**src/rtl/cdb_arbiter.sv**
```systemverilog
// cdb_arbiter: merges completing functional units onto the single completion
// broadcast bus (ROB complete port + RS/map-table tag wakeup).
//   clock, reset                   clock, async active-high reset
//   flush                          squash every buffered and outgoing result
//   fu_valid / fu_ready            per-FU result handshake (ready is combinational)
//   fu_rob_idx, fu_tag, fu_value   per-FU payload, FU i at [i*W +: W]
//   cdb_valid, cdb_rob_idx,
//   cdb_tag, cdb_value             registered broadcast
//   cdb_src                        index of the FU that won the broadcast
// Each FU owns a one-entry holding buffer (cdb_fu_buf). A round-robin pointer
// picks one full buffer per cycle. The winner's buffer can refill on the same
// edge it drains, so a single FU that keeps winning streams at full rate.

// One-entry holding buffer for a single FU.
//   in_*     FU payload and valid;  grant  this buffer wins arbitration now
//   ready    buffer can take a result this cycle
//   buf_*    held result
module cdb_fu_buf #(
  parameter int ROB_IDX_W = 5,
  parameter int PREG_W    = 6,
  parameter int XLEN      = 32
) (
  input  logic                 clock,
  input  logic                 reset,
  input  logic                 flush,
  input  logic                 in_valid,
  input  logic [ROB_IDX_W-1:0] in_rob_idx,
  input  logic [PREG_W-1:0]    in_tag,
  input  logic [XLEN-1:0]      in_value,
  input  logic                 grant,
  output logic                 ready,
  output logic                 buf_valid,
  output logic [ROB_IDX_W-1:0] buf_rob_idx,
  output logic [PREG_W-1:0]    buf_tag,
  output logic [XLEN-1:0]      buf_value
);
  // A draining buffer may take the next result on the same edge.
  assign ready = !buf_valid || grant;

  always_ff @(posedge clock or posedge reset) begin
    if (reset) begin
      buf_valid   <= 1'b0;
      buf_rob_idx <= '0;
      buf_tag     <= '0;
      buf_value   <= '0;
    end else if (flush) begin
      // Handshakes in the flush cycle are dropped as well.
      buf_valid <= 1'b0;
    end else if (in_valid && ready) begin
      buf_valid   <= 1'b1;
      buf_rob_idx <= in_rob_idx;
      buf_tag     <= in_tag;
      buf_value   <= in_value;
    end else if (grant) begin
      buf_valid <= 1'b0;
    end
  end
endmodule

module cdb_arbiter #(
  parameter int NUM_FU    = 4,
  parameter int ROB_IDX_W = 5,
  parameter int PREG_W    = 6,
  parameter int XLEN      = 32,
  localparam int SRC_W    = $clog2(NUM_FU)
) (
  input  logic                        clock,
  input  logic                        reset,
  input  logic                        flush,
  input  logic [NUM_FU-1:0]           fu_valid,
  output logic [NUM_FU-1:0]           fu_ready,
  input  logic [NUM_FU*ROB_IDX_W-1:0] fu_rob_idx,
  input  logic [NUM_FU*PREG_W-1:0]    fu_tag,
  input  logic [NUM_FU*XLEN-1:0]      fu_value,
  output logic                        cdb_valid,
  output logic [ROB_IDX_W-1:0]        cdb_rob_idx,
  output logic [PREG_W-1:0]           cdb_tag,
  output logic [XLEN-1:0]             cdb_value,
  output logic [SRC_W-1:0]            cdb_src
);
  logic [NUM_FU-1:0]                 buf_valid;
  logic [NUM_FU-1:0]                 grant;
  logic [NUM_FU-1:0][ROB_IDX_W-1:0]  buf_rob_idx;
  logic [NUM_FU-1:0][PREG_W-1:0]     buf_tag;
  logic [NUM_FU-1:0][XLEN-1:0]       buf_value;
  logic [SRC_W-1:0]                  rr_ptr;
  logic [SRC_W-1:0]                  win;
  logic [SRC_W-1:0]                  rr_next;
  logic                              any_grant;
  int                                cand;

  for (genvar i = 0; i < NUM_FU; i++) begin : g_fu
    cdb_fu_buf #(
      .ROB_IDX_W(ROB_IDX_W),
      .PREG_W   (PREG_W),
      .XLEN     (XLEN)
    ) u_buf (
      .clock      (clock),
      .reset      (reset),
      .flush      (flush),
      .in_valid   (fu_valid[i]),
      .in_rob_idx (fu_rob_idx[i*ROB_IDX_W +: ROB_IDX_W]),
      .in_tag     (fu_tag[i*PREG_W +: PREG_W]),
      .in_value   (fu_value[i*XLEN +: XLEN]),
      .grant      (grant[i]),
      .ready      (fu_ready[i]),
      .buf_valid  (buf_valid[i]),
      .buf_rob_idx(buf_rob_idx[i]),
      .buf_tag    (buf_tag[i]),
      .buf_value  (buf_value[i])
    );
  end

  // Round-robin search starting at rr_ptr. Only buffered results compete;
  // a result arriving this cycle waits for the next one.
  always_comb begin
    grant     = '0;
    win       = '0;
    any_grant = 1'b0;
    cand      = 0;
    for (int k = 0; k < NUM_FU; k++) begin
      cand = int'(rr_ptr) + k;
      if (cand >= NUM_FU) cand = cand - NUM_FU;
      if (!any_grant && buf_valid[cand]) begin
        any_grant   = 1'b1;
        win         = SRC_W'(cand);
        grant[cand] = 1'b1;
      end
    end
  end

  // Explicit wrap so non-power-of-two NUM_FU never points past the last FU.
  assign rr_next = (win == SRC_W'(NUM_FU - 1)) ? '0 : win + 1'b1;

  always_ff @(posedge clock or posedge reset) begin
    if (reset) begin
      cdb_valid   <= 1'b0;
      cdb_rob_idx <= '0;
      cdb_tag     <= '0;
      cdb_value   <= '0;
      cdb_src     <= '0;
      rr_ptr      <= '0;
    end else if (flush) begin
      // Grant suppressed: pointer stays, nothing broadcasts.
      cdb_valid <= 1'b0;
    end else if (any_grant) begin
      cdb_valid   <= 1'b1;
      cdb_rob_idx <= buf_rob_idx[win];
      cdb_tag     <= buf_tag[win];
      cdb_value   <= buf_value[win];
      cdb_src     <= win;
      rr_ptr      <= rr_next;
    end else begin
      cdb_valid <= 1'b0;
    end
  end
endmodule

```
**config.mk**
```make
export PLATFORM = sky130hd
export DESIGN_NAME = cdb_arbiter
export DESIGN_NICKNAME = d
export VERILOG_FILES = /design/src/rtl/cdb_arbiter.sv
export SDC_FILE = /design/constraint.sdc
export NUM_CORES = 1
export LEC_CHECK = 0
export CAP_MARGIN = 20
export CORE_MARGIN = 1
export CORE_UTILIZATION = 45
export CTS_BUF_LIST = sky130_fd_sc_hd__clkbuf_8
export CTS_CLUSTER_DIAMETER = 120
export DETAILED_ROUTE_END_ITERATION = 7
export PLACE_DENSITY = 0.83
export SLEW_MARGIN = 20
export SYNTH_ARGS = -nofsm -noshare
export SYNTH_HDL_FRONTEND = slang
export SYNTH_HIERARCHICAL = 1
export SYNTH_SLANG_ARGS = --single-unit
```
**constraint.sdc**
```tcl
create_clock -name clock -period 4.5 [get_ports clock]
set_input_delay 0.9 -clock clock [delete_from_list [all_inputs] [get_ports clock]]
set_output_delay 0.9 -clock clock [all_outputs]
set_load 0.005 [all_outputs]
```
# [After elaboration in Yosys (flattened, before gate mapping)]
# Index checks and enable logic that the tools add are counted.
[totals] inputBits=179 ff_bits=224 word_cells=136 output_inout_bits=50
[classes] reduce_logical=31 n_bitwise=4 muxes=57 addsub=8 n_eq_ne=1 n_lt_le_gt_ge=13
[op_table] operator="32-bit two-way mux" count=5
[op_table] operator="32-bit by 1-bit >= comparator with 1-bit output (second input constant)" count=4
[op_table] operator="32-bit by 4-bit < comparator with 1-bit output (second input constant)" count=4
[op_table] operator="32-bit binary-select mux with 2-bit select" count=1
[op_table] operator="1-bit two-way mux" count=30
[op_table] operator="4-bit two-way mux" count=4
[op_table] operator="6-bit binary-select mux with 2-bit select" count=1
[op_table] operator="4-bit OR" count=3
[op_table] operator="3-bit nonzero test" count=4
[op_table] operator="3-bit by 3-bit subtractor with 4-bit output (second input constant)" count=3
[op_table] operator="1-bit logical AND" count=11
[op_table] operator="5-bit binary-select mux with 2-bit select" count=1
[op_table] operator="2-bit two-way mux" count=5
[op_table] operator="2-bit AND reduction" count=5
[op_table] operator="3-bit >= comparator (second input constant)" count=3
[op_table] operator="1-bit binary-select mux with 2-bit select" count=4
[op_table] operator="1-bit demux with 2-bit select" count=4
[op_table] operator="1-bit logical NOT" count=7
[op_table] operator="2-bit by 2-bit adder with 3-bit output (second input constant)" count=2
[op_table] operator="6-bit two-way mux" count=1
[op_table] operator="5-bit two-way mux" count=1
[op_table] operator="1-bit logical OR" count=4
[op_table] operator="2-bit by 3-bit subtractor with 4-bit output (second input constant)" count=1
[op_table] operator="2-bit by 1-bit adder with 3-bit output (second input constant)" count=1
[op_table] operator="other kinds (5)" count=5

# [Depth between registers and ports, before layout]
[depth] ltp_word=19 ltp_mapped=13 depth_no_buf=10

# [Modules after synthesis]
# Netlist, hierarchy kept.
[by_module_without_submodules] mod="cdb_fu_buf" area_each_um2=1677.9 cells_each=97 instances=4 seq_area_each_um2=1101.1
[by_module_without_submodules] mod="cdb_arbiter" area_each_um2=3358.2 cells_each=323 instances=1 seq_area_each_um2=1201.2

# [Worst setup path after synthesis]
# Ideal clock, no wire load.
[synth_path] path_type="register to register" start="reg rr_ptr[0]" end="reg g_fu[0].u_buf.buf_rob_idx[0]" setup_slack_ns=1.192 path_stages_with_launch=14 synth_period_minus_slack_ns=3.308 path_buffers=3 setup_ns=0.125 t_arrival_ns=3.183 required_ns=4.375 cell_sequence="dfrtp_1 buf_6 inv_1 ha_1 buf_2 or3b_1 a2111o_1 nand3_2 a22oi_1 o21ai_0 nor2b_4 nor3b_4 buf_6 mux2_2"
[synth_via] elab_chain_cells=18 word_cells_on_any_way=66 cone_classes="add/sub (7); order compare (12); mux (31); bitwise (3); reduce/logical (13)"
[synth_lines] item="start, declared" line="86" text="logic [SRC_W-1:0] rr_ptr;"
[synth_lines] item="start signal, assigned" line="152" text="rr_ptr <= rr_next;"
[synth_lines] item="parallel branches: the longest is 14 deep, another holds 32-bit by 1-bit >= comparator with 1-bit output"
[synth_lines] item="4-bit two-way mux (*)" line="124" text="if (!any_grant && buf_valid[cand]) begin"
[synth_lines] item="via grant[0]" line="82" text="logic [NUM_FU-1:0] grant;"
[synth_lines] item="1-bit logical OR (*)" line="38" text="assign ready = !buf_valid || grant;"
[synth_lines] item="1-bit logical AND (*)" line="49" text="end else if (in_valid && ready) begin"
[synth_lines] item="2-bit AND reduction (no line) (*)"
[synth_lines] item="end signal, assigned" line="51" text="buf_rob_idx <= in_rob_idx;"
[synth_lines] item="end, declared" line="33" text="output logic [ROB_IDX_W-1:0] buf_rob_idx,"
# Mark *: on every way through the listed nets, which the timed path passes. The select of a mux whose other input is x is not followed.
# A chain may end at the register's enable or synchronous reset.

# [Final worst setup path]
[layout_path] start="reg rr_ptr[0]" end="out fu_ready[0]"
[layout_via] elab_chain_cells=16 word_cells_on_any_way=64 cone_classes="add/sub (7); order compare (12); mux (31); bitwise (3); reduce/logical (11)"
[layout_lines] item="parallel branches: the longest is 14 deep, another holds 32-bit by 1-bit >= comparator with 1-bit output"
[layout_lines] item="4-bit two-way mux (*)" line="124"
[layout_lines] item="via grant[0]" line="82"
[layout_lines] item="1-bit logical OR (*)" line="38"
[layout_lines] item="end, declared" line="71" text="output logic [NUM_FU-1:0] fu_ready,"
# Marks and branches as above.

==> flow_metrics.py <==
metrics = {
    "synthesis": {
        "synth_cell_type_count": 42,
        "synth-edff-count": 0,
        "synth.yosys.seq_area_share": 0.5567,
        "syn-num-nets": 898,
        "yosysTopAreaCell": "dfrtp_1",
        "synth.top_cells.by_count": "224 x dfrtp_1, 173 x mux2_2, 88 x mux2i_1",
        "synth_ff_type": "dfrtp_1",
        "avgSynthCellArea_um2": 14.16,
        "syn_inst": 711,
        "synthTopCellsByArea": "dfrtp_1 56%, mux2_2 19%, mux2i_1 8.7%",
        "synthMostInstantiatedCell": "dfrtp_1",
        "syn_area_mm2": 0.01007,
        "ys_ff_latch": 224,
        "yosysWarnings": 6,
        "synth_top_area_share": 0.5567,
        "postSynth.asyncResetShare": 1.000,
    },
    "final_layout": {
        "register_area_mm2": 0.005607,
        "multi_input_area_mm2": 0.004058,
        "area_growth_syn_to_layout_pct": 33.47,
        "fillers": 1690,
        "layout.nets": 1143,
        "stdcell_area_mm2": 0.01344,
        "layout-drive-gt1-share": 0.2898,
    },
    "setup_path": {
        "startpoint_type": "flip-flop",
        "path_max_fanout": 9,
        "regToRegSetupSlack_ns": 1.05,
        "critPathKind": "reg2out",
        "arrival_ns": 3.42,
        "cp-end-kind": "output pin",
        "required_ns": 3.60,
    },
    "floorplan": {
        "core_area_mm2": 0.02189,
        "die_h_um": 151.6,
        "dieArea_mm2": 0.02298,
        "row_count": 54,
        "io_pins": 229,
        "dieWidth_um": 151.6,
        "initial_core_util": 0.4600,
    },
    "grt": {
        "track_usage": 0.2367,
        "antenna_found_initial": 1,
        "grt_pass1_vias": 7412,
        "use_met3": 0.08054,
        "grt_pass1_wl_mm": 40.94,
        "met1_usage": 0.2871,
        "grt_max_degree": 49,
        "grt-busiest-layer": "met2",
        "grt-ovfl-total": 0,
        "gr-usage-met2": 0.3941,
    },
    "sta": {
        "slew_headroom": 0.3764,
        "drv_slew": 0,
        "skew_ns": 0.01037,
        "rsz0062_at_grt": "no",
        "setup_tns_ns": 0,
        "worst_pin_slew_ns": 0.9340,
        "hold_viol": 0,
        "min_period_ns": 4.317,
        "period_share": 0.9593,
        "setup_viol": 0,
        "fmax_mhz": 231.7,
    },
    "job": {
        "maxCapViolations": 0,
    },
    "drt": {
        "postRouteAntennaNets": 0,
        "dr.first_iter.drc_count": 351,
        "wl_mm": 26.40,
        "vias": 6879,
        "drt_pass1_iterations": 4,
        "viasPerCell": 5.425,
        "drc_errors": 0,
        "post_drt_wl_per_cell_um": 20.82,
    },
    "clock_network": {
        "cts_made_buffers": 40,
        "cts_buffer_depth": 3,
        "clkSinkCount": 224,
        "clkLatencyLatePin_ns": 0.53,
        "htreeDepth": 2,
        "root_buffer": "clkbuf_8",
        "cts_tree": "yes",
        "clkTransAtPathRegs_ns": 0.06,
    },
    "power_and_ir_drop": {
        "p_leak_nw": 5.727,
        "peakVddDrop_mv": 0.3664,
        "p_per_area_mw_per_mm2": 659.8,
    },
    "place": {
        "place.detailed.hpwl_mm": 17.32,
        "gp_congestion": 0.8262,
        "numPortBuffers": 228,
        "placed_area_mm2": 0.01252,
    },
    "run_status": {
        "outcome": "finished, final reports clean",
    },
    "hold_path": {
        "hp-class": "reg2reg",
    },
}
where the power goes:
group	internal, mW	leakage (nW)	switching, mW	total (mW)
sequential	2.82	2.66	0.439	3.26
clock	1.16	0.487	0.846	2.01
combinational	1.96	2.58	1.63	3.60
flip-flops by register name (all words and copies together), names as in the netlist:
signal and flops:
g_fu.u_buf/buf_value 128, cdb_value 32, g_fu.u_buf/buf_tag 24, g_fu.u_buf/buf_rob_idx 20, cdb_tag 6, cdb_rob_idx 5, g_fu.u_buf/buf_valid 4, cdb_src 2
rr_ptr 2, cdb_valid 1
worst paths after layout:
check | startpoint | end | cells after the start
setup reg to reg | rr_ptr[0] | g_fu[1].u_buf/buf_value[16] | 11
hold / removal | cdb_value[8] | cdb_value[8] | 2
max in group asynchronous | reset | rr_ptr[1] | 3
setup / recovery | rr_ptr[0] | fu_ready[0] | 10
min in group asynchronous | reset | g_fu[1].u_buf/buf_value[22] | 2
hold reg to reg | cdb_value[8] | cdb_value[8] | 2
area by class of cell:
cell class / count / area share
repair buffers: 251 / 0.1864
well taps: 280 / 0.02607
clock inverters: 21 / 0.01173
multi-input cells: 427 / 0.3019
diodes: 1 / 0.0001862
inverters: 12 / 0.003351
clock buffers: 52 / 0.05325
flip-flops and latches: 224 / 0.4171
worst max-delay path, cell delays in order (launching register included):
cell and delay [ns]:
dfrtp_1 0.37, inv_1 0.23, ha_1 0.40, or3b_1 0.41, a2111o_1 0.42, nand3_2 0.13, a22oi_1 0.10, o21ai_0 0.15
nor2b_4 0.09, inv_1 0.07, clkdlybuf4s50_1 0.51
cell usage in the layout (no fill, tap or decap), types with 8 or more instances in the layout:
| master | count |
|---|---|
| clkinv_2 | 8 |
| mux2i_1 | 88 |
| buf_4 | 19 |
| clkbuf_8 | 52 |
| inv_1 | 15 |
| nor2_1 | 14 |
| o221ai_1 | 42 |
| mux2_2 | 173 |
| dfrtp_1 | 223 |
| a22oi_1 | 8 |
| clkdlybuf4s50_1 | 228 |
| nand2_1 | 47 |
| ha_1 | 8 |
routing by layer:
layer / routed length, um / vias to the layer above
met5: 0 / -
met1: 10790 / 3496
met2: 12710 / 258
met3: 2368 / 42
met4: 527 / 0
li1: - / 3083
through the flow:
stage	hold slack [ns]	util	instances	power (mW)	setup WS, ns
3_3_place_gp	0.4678	0.5720	1190	6.777	0.6016
4_1_cts	0.4878	0.6119	1263	8.930	0.09385
5_1_grt	0.5094	0.6140	1268	9.406	0.04006
6_report	0.4862	0.6140	1268	8.868	0.1832
2_1_floorplan	0.4711	-	711	5.737	1.192
3_5_place_dp	0.4732	0.5720	1190	6.889	0.5331
logic make-up (layout without fill, tap and decap cells):
family | Yosys count | after routing | synth area share
AO/OA/AOI/OAI | 71 | 71 | 0.05691
XOR/XNOR | 1 | 1 | 0.0008699
adder cells (fa/ha/maj) | 8 | 8 | 0.009941
buffers and inverters | 60 | 336 | 0.04175
flip-flops | 224 | 224 | 0.5567
multiplexers | 265 | 265 | 0.2888
other | 0 | 1 | 0
AND/OR/NAND/NOR | 82 | 82 | 0.04510
what timing repair did:
item | in CTS | in global routing
hold buffers | 0 | 0
endpoints found under the setup margin | 4 | 4
resized for setup | 1 | 0
setup buffers | 0 | 3
(Power assumes the default switching activity.)
